**config.mk**
```make
export PLATFORM = sky130hd
export DESIGN_NAME = score_bcd_converter
export DESIGN_NICKNAME = d
export VERILOG_FILES = /design/src/rtl/score_pkg.sv /design/src/rtl/bcd_digit_adjust.sv /design/src/rtl/score_bcd_converter.sv
export SDC_FILE = /design/constraint.sdc
export NUM_CORES = 1
export LEC_CHECK = 0
export BUFFER_PORTS_ARGS = -buffer_cell sky130_fd_sc_hd__buf_2
export CORE_MARGIN = 4
export CORE_UTILIZATION = 35
export CTS_BUF_LIST = sky130_fd_sc_hd__clkbuf_16
export DETAILED_ROUTE_END_ITERATION = 6
export PLACE_DENSITY = 0.58
export RECOVER_POWER = 25
export SYNTH_ARGS = -nofsm -noshare
export SYNTH_HDL_FRONTEND = slang
export SYNTH_SLANG_ARGS = --single-unit
```
**constraint.sdc**
```tcl
create_clock -name clk -period 2.1 [get_ports clk]
set_clock_uncertainty 0.15 [all_clocks]
set_input_delay 0.315 -clock clk [delete_from_list [all_inputs] [get_ports clk]]
set_output_delay 0.315 -clock clk [all_outputs]
set_load 0.05 [all_outputs]
```
**src/rtl/score_pkg.sv**
```systemverilog
// Shared types and constants for the score-to-BCD conversion path.
// Latency: n/a (types, constants and an elaboration-time helper only).
// Backpressure: n/a.
package score_pkg;

    typedef enum logic [1:0] {
        IDLE,
        SHIFT,
        DONE
    } bcd_state_t;

    // Shown on every digit when the score does not fit the display.
    localparam logic [3:0] BCD_SAT = 4'h9;

    // 10^n at 64 bits. Callers resize it to their own comparison width.
    function automatic logic [63:0] pow10(input int n);
        logic [63:0] r;
        r = 64'd1;
        for (int i = 0; i < n; i++) begin
            r = r * 64'd10;
        end
        return r;
    endfunction

endpackage

```
**src/rtl/bcd_digit_adjust.sv**
```systemverilog
// Double-dabble correction for one BCD digit: adds 3 when the digit is 5 or more.
// Latency: purely combinational, 0 cycles.
// Backpressure: none.
// Ports: digit_in  - BCD nibble before the correction step
//        digit_out - nibble after the correction, ready to be shifted left
module bcd_digit_adjust (
    input  logic [3:0] digit_in,
    output logic [3:0] digit_out
);

    assign digit_out = (digit_in >= 4'd5) ? (digit_in + 4'd3) : digit_in;

endmodule

```
**src/rtl/score_bcd_converter.sv**
```systemverilog
// Serial binary-to-BCD converter (shift-add-3) feeding the HEX display decoders.
// Latency: done and new bcd_out appear BIN_WIDTH+1 cycles after start is accepted.
// Backpressure: none; start is accepted only in IDLE and dropped while busy.
// Ports: clk, resetN (synchronous, active low)
//        start, score_in        - conversion request and the value to convert
//        busy, done, overflow   - status; done pulses for one cycle per conversion
//        bcd_out                - packed digits, digit 0 in bits [3:0], held between conversions
module score_bcd_converter
    import score_pkg::*;
#(
    parameter int BIN_WIDTH = 16,
    parameter int DIGITS    = 5
) (
    input  logic                  clk,
    input  logic                  resetN,
    input  logic                  start,
    input  logic [BIN_WIDTH-1:0]  score_in,
    output logic                  busy,
    output logic                  done,
    output logic                  overflow,
    output logic [DIGITS*4-1:0]   bcd_out
);

    localparam int BCD_W = DIGITS * 4;
    localparam int SR_W  = BCD_W + BIN_WIDTH;
    localparam int CNT_W = $clog2(BIN_WIDTH + 1);
    // Wide enough for both the score and 10^DIGITS, so the limit never truncates.
    localparam int CMP_W = ((BIN_WIDTH > BCD_W) ? BIN_WIDTH : BCD_W) + 1;
    localparam logic [CMP_W-1:0] OVF_LIMIT = CMP_W'(pow10(DIGITS));

    bcd_state_t         state;
    logic [SR_W-1:0]    sr;
    logic [CNT_W-1:0]   bit_cnt;
    logic               ovf_pend;

    logic [BCD_W-1:0]   bcd_adj;
    logic [SR_W-1:0]    sr_adj;
    logic [SR_W-1:0]    sr_shifted;
    logic               ovf_now;

    // All digits are corrected from their pre-adjust values in parallel.
    for (genvar g = 0; g < DIGITS; g++) begin : g_adj
        bcd_digit_adjust u_adj (
            .digit_in  (sr[BIN_WIDTH + 4*g +: 4]),
            .digit_out (bcd_adj[4*g +: 4])
        );
    end

    assign sr_adj     = {bcd_adj, sr[BIN_WIDTH-1:0]};
    assign sr_shifted = sr_adj << 1;
    assign ovf_now    = (CMP_W'(score_in) >= OVF_LIMIT);

    always_ff @(posedge clk) begin
        if (!resetN) begin
            state    <= IDLE;
            sr       <= '0;
            bit_cnt  <= '0;
            ovf_pend <= 1'b0;
            busy     <= 1'b0;
            done     <= 1'b0;
            overflow <= 1'b0;
            bcd_out  <= '0;
        end else begin
            case (state)
                IDLE: begin
                    done <= 1'b0;
                    if (start) begin
                        sr       <= {{BCD_W{1'b0}}, score_in};
                        bit_cnt  <= '0;
                        ovf_pend <= ovf_now;
                        busy     <= 1'b1;
                        state    <= SHIFT;
                    end
                end
                SHIFT: begin
                    sr      <= sr_shifted;
                    bit_cnt <= bit_cnt + CNT_W'(1);
                    // Outputs are loaded on the final shift so they are
                    // registered and visible during the DONE cycle itself.
                    if (bit_cnt == CNT_W'(BIN_WIDTH - 1)) begin
                        state    <= DONE;
                        done     <= 1'b1;
                        overflow <= ovf_pend;
                        bcd_out  <= ovf_pend ? {DIGITS{BCD_SAT}}
                                             : sr_shifted[SR_W-1 -: BCD_W];
                    end
                end
                DONE: begin
                    done  <= 1'b0;
                    busy  <= 1'b0;
                    state <= IDLE;
                end
                default: begin
                    done  <= 1'b0;
                    busy  <= 1'b0;
                    state <= IDLE;
                end
            endcase
        end
    end

endmodule

```
==> flow_metrics.tcl <==
set metrics [dict create \
    coreArea_mm2 0.00773 \
    number_of_max_slew_violations_in_the_final_report 0 \
    power.switching_fraction_pct 23.1 \
    flow.area_growth_from_synthesis_pct 19.4 \
    worstPathMaxFanout 21 \
    avgViaCountPerCell 5.11 \
    final.min_clock_period_ps 1820 \
    die_w_um 97.2 \
    power.density_mw_per_mm2 827 \
    hold_violation_count_in_the_final_report 0 \
    post_cts_resized 0 \
    vias 2351 \
    worst_setup_path_end_kind "flop" \
    die-height_um 97.2 \
    hpwl_um 4460 \
    synth_area_mm2 0.00278 \
    io_buffers 40 \
    max_freq_ghz 0.550 \
    syn-num-nets 342 \
    fraction_of_final_layout_cells_sized_beyond_drive_strength_1_pct 14.2 \
    utilization_pct 43.0 \
    synth-warning-count 0 \
    core.rowCount 32 \
    net_switching_component_of_the_power_uw 634 \
    floorplan.die_area_mm2 0.00944 \
    synth-edff-count 0 \
    postSynthCellCount 311 \
    worstPathArrival_ps 1880 \
    cts.clk_slew.worst_paths_ps 50 \
    ff2ff_setup_slack_ps 280 \
    power.sequential.fraction_pct 47.1 \
    track_usage_pct 14.4 \
    grt_pass1_wl_um 11100 \
    io_pins 42 \
    post-route-period-util_pct 86.6 \
    critical_path.startpoint_type "flop" \
    async_reset_ff_share_pct 0 \
    yosysTopAreaCell "dfxtp_1" \
    cts-root-to-sink-buffers 2 \
    max_slew_margin_pct 58.9 \
    synth_seq_area_share_pct 46.8 \
    detailedRoute.firstIterationViolations 109 \
    grt_pass1_vias 2324 \
    ant_nets 0 \
    hold_path_class "in2reg" \
    maximum_level_of_the_cts_h_tree 3 \
    cell_internal_pwr_uw 2110 \
    synth-seq-cells 65 \
    cts_post_setup_buffers_inserted 0 \
    drc_errors_left 0 \
    setup.worst_path.class "reg2reg" \
    dr.pass1.iters 4 \
    place_area_mm2 0.00309 \
    rsz0062_at_grt "no" \
    root_buffer "clkbuf_16" \
    nets 385 \
    setup_total_negative_slack_ps 0 \
    clk_latency_ps 320 \
    initial_antenna_violation_count 0 \
    post_cts_hold_buffer_count 0 \
    grt_start_max_net_pins 26 \
    worst_ep_required_time_ps 2160 \
    floorplan.initialDensity_pct 36.0 \
    cts_made_buffers 9 \
    antenna_cells 0 \
    synth.top_cell.area_share_pct 46.8 \
    run_status "finished, final reports clean" \
    postSynthAreaPerCell_um2 8.95 \
    wirelength_um 6370 \
    routedWlPerCell_um 13.8 \
    final_area_mm2 0.00332 \
    timing.final.setup_violations 0 \
    post_synth_main_area_contributors "dfxtp_1 47%, ha_1 5.4%, nor2_1 4.9%" \
    worst_slew_pin_slew_ps 619 \
    power.combinational.fraction_pct 6.3 \
    ir_drop_uv 416 \
    most_common_library_cell_in_the_layout_ignoring_fill_and_taps "dfxtp_1" \
    most_frequent_cells_in_the_layout "65 x dfxtp_1, 36 x nor2_1, 27 x o21ai_0, 26 x a21oi_1, 21 x buf_2" \
    top_ff_cell_synth "dfxtp_1" \
    gp_routability_congestion 0.755 \
    leakage_uw 0.00128 \
    clock-sinks 65 \
    cap_viol_max_count 0 \
    ys_types 39 \
    p_clk_share_pct 46.6 \
    cts_tree "done" \
    grt.overflow.total 0 \
]
[stage by stage]
step / std cells / hold slack, ps / power [uW] / setup slack (ps)
detailed placement: 445 / 296 / 1500 / 283
global route: 460 / 116 / 2870 / 77.4
CTS: 460 / 110 / 2790 / 270
finish: 460 / 116 / 2750 / 281
floorplan: 311 / 291 / 1440 / 415
global placement: 445 / 286 / 1490 / 343
[critical path: stages (launching register included)]
cell and delay [ps]:
dfxtp_1 330, ha_1 220, and3_1 190, ha_1 230, and2_1 150, buf_4 200
o21ai_0 180, a21oi_1 60
[synth_stat cells (4+ instances only)]
| cell type | instances |
|---|---|
| nor2_1 | 36 |
| o221ai_1 | 15 |
| nand3_1 | 12 |
| nor3b_1 | 8 |
| nand2_1 | 14 |
| o21ai_0 | 27 |
| a21oi_1 | 26 |
| clkbuf_1 | 6 |
| inv_1 | 16 |
| a32o_1 | 4 |
| mux2_2 | 5 |
| o31ai_1 | 4 |
| o22ai_1 | 11 |
| nand2b_1 | 8 |
| xnor2_1 | 5 |
| ha_1 | 12 |
| and2_1 | 4 |
| dfxtp_1 | 65 |
| buf_2 | 7 |
[area by class of cell]
type / count / area [um2]
Fill cell: 794 / 4410
Multi-Input combinational cell: 212 / 1330
Sequential cell: 65 / 1300
Timing Repair Buffer: 50 / 251
Clock buffer: 9 / 225
Tap cell: 102 / 128
Inverter: 16 / 60.1
Clock inverter: 6 / 27.5
[path summary, 6_finish.rpt]
| check | startpoint | end | cells after the start |
|---|---|---|---|
| setup / recovery | bit_cnt[0] | bcd_out[16] | 7 |
| hold / removal | score_in[0] | sr[0] | 3 |
| hold reg to reg | busy | busy | 2 |
| setup reg to reg | bit_cnt[0] | bcd_out[16] | 7 |
[registers in the layout, summed over array words and instances (netlist names)]
| signal | flops |
|---|---|
| done | 1 |
| bcd_out | 20 |
| state | 2 |
| busy | 1 |
| bit_cnt | 5 |
| sr | 36 |
[kinds of logic (layout without fill, tap and decap cells)]
group                      Yosys count  count (layout)  share of synthesized area, %
AOI/OAI and AO/OA                   94              94                          21.3
xor gates and xnor gates             5               5                          1.57
adders and majority gates           12              12                          5.40
buffers and inverters               34              81                          5.49
DFF                                 65              65                          46.8
muxes                                7               7                          2.74
other                                1               1                         0.135
and+or+nand+nor                     93              93                          16.6
[metal layers]
metal / wire [um] / up-vias / global-route usage, %
met5: 0 / - / 0
met4: 60 / 0 / 4.43
met3: 357 / 8 / 5.81
met2: 2950 / 56 / 22.5
met1: 3000 / 1095 / 18.3
li1: - / 1192 / -
[power by group through the flow]
stage               Sequential (uW)  Clock [uW]  Combinational [uW]
finish                         1290        1280                 173
global route                   1300        1380                 198
CTS                            1290        1320                 176
detailed placement             1320           0                 176
global placement               1320           0                 173
floorplan                      1320           0                 120
No activity file was read; power rests on OpenSTA's default activity.
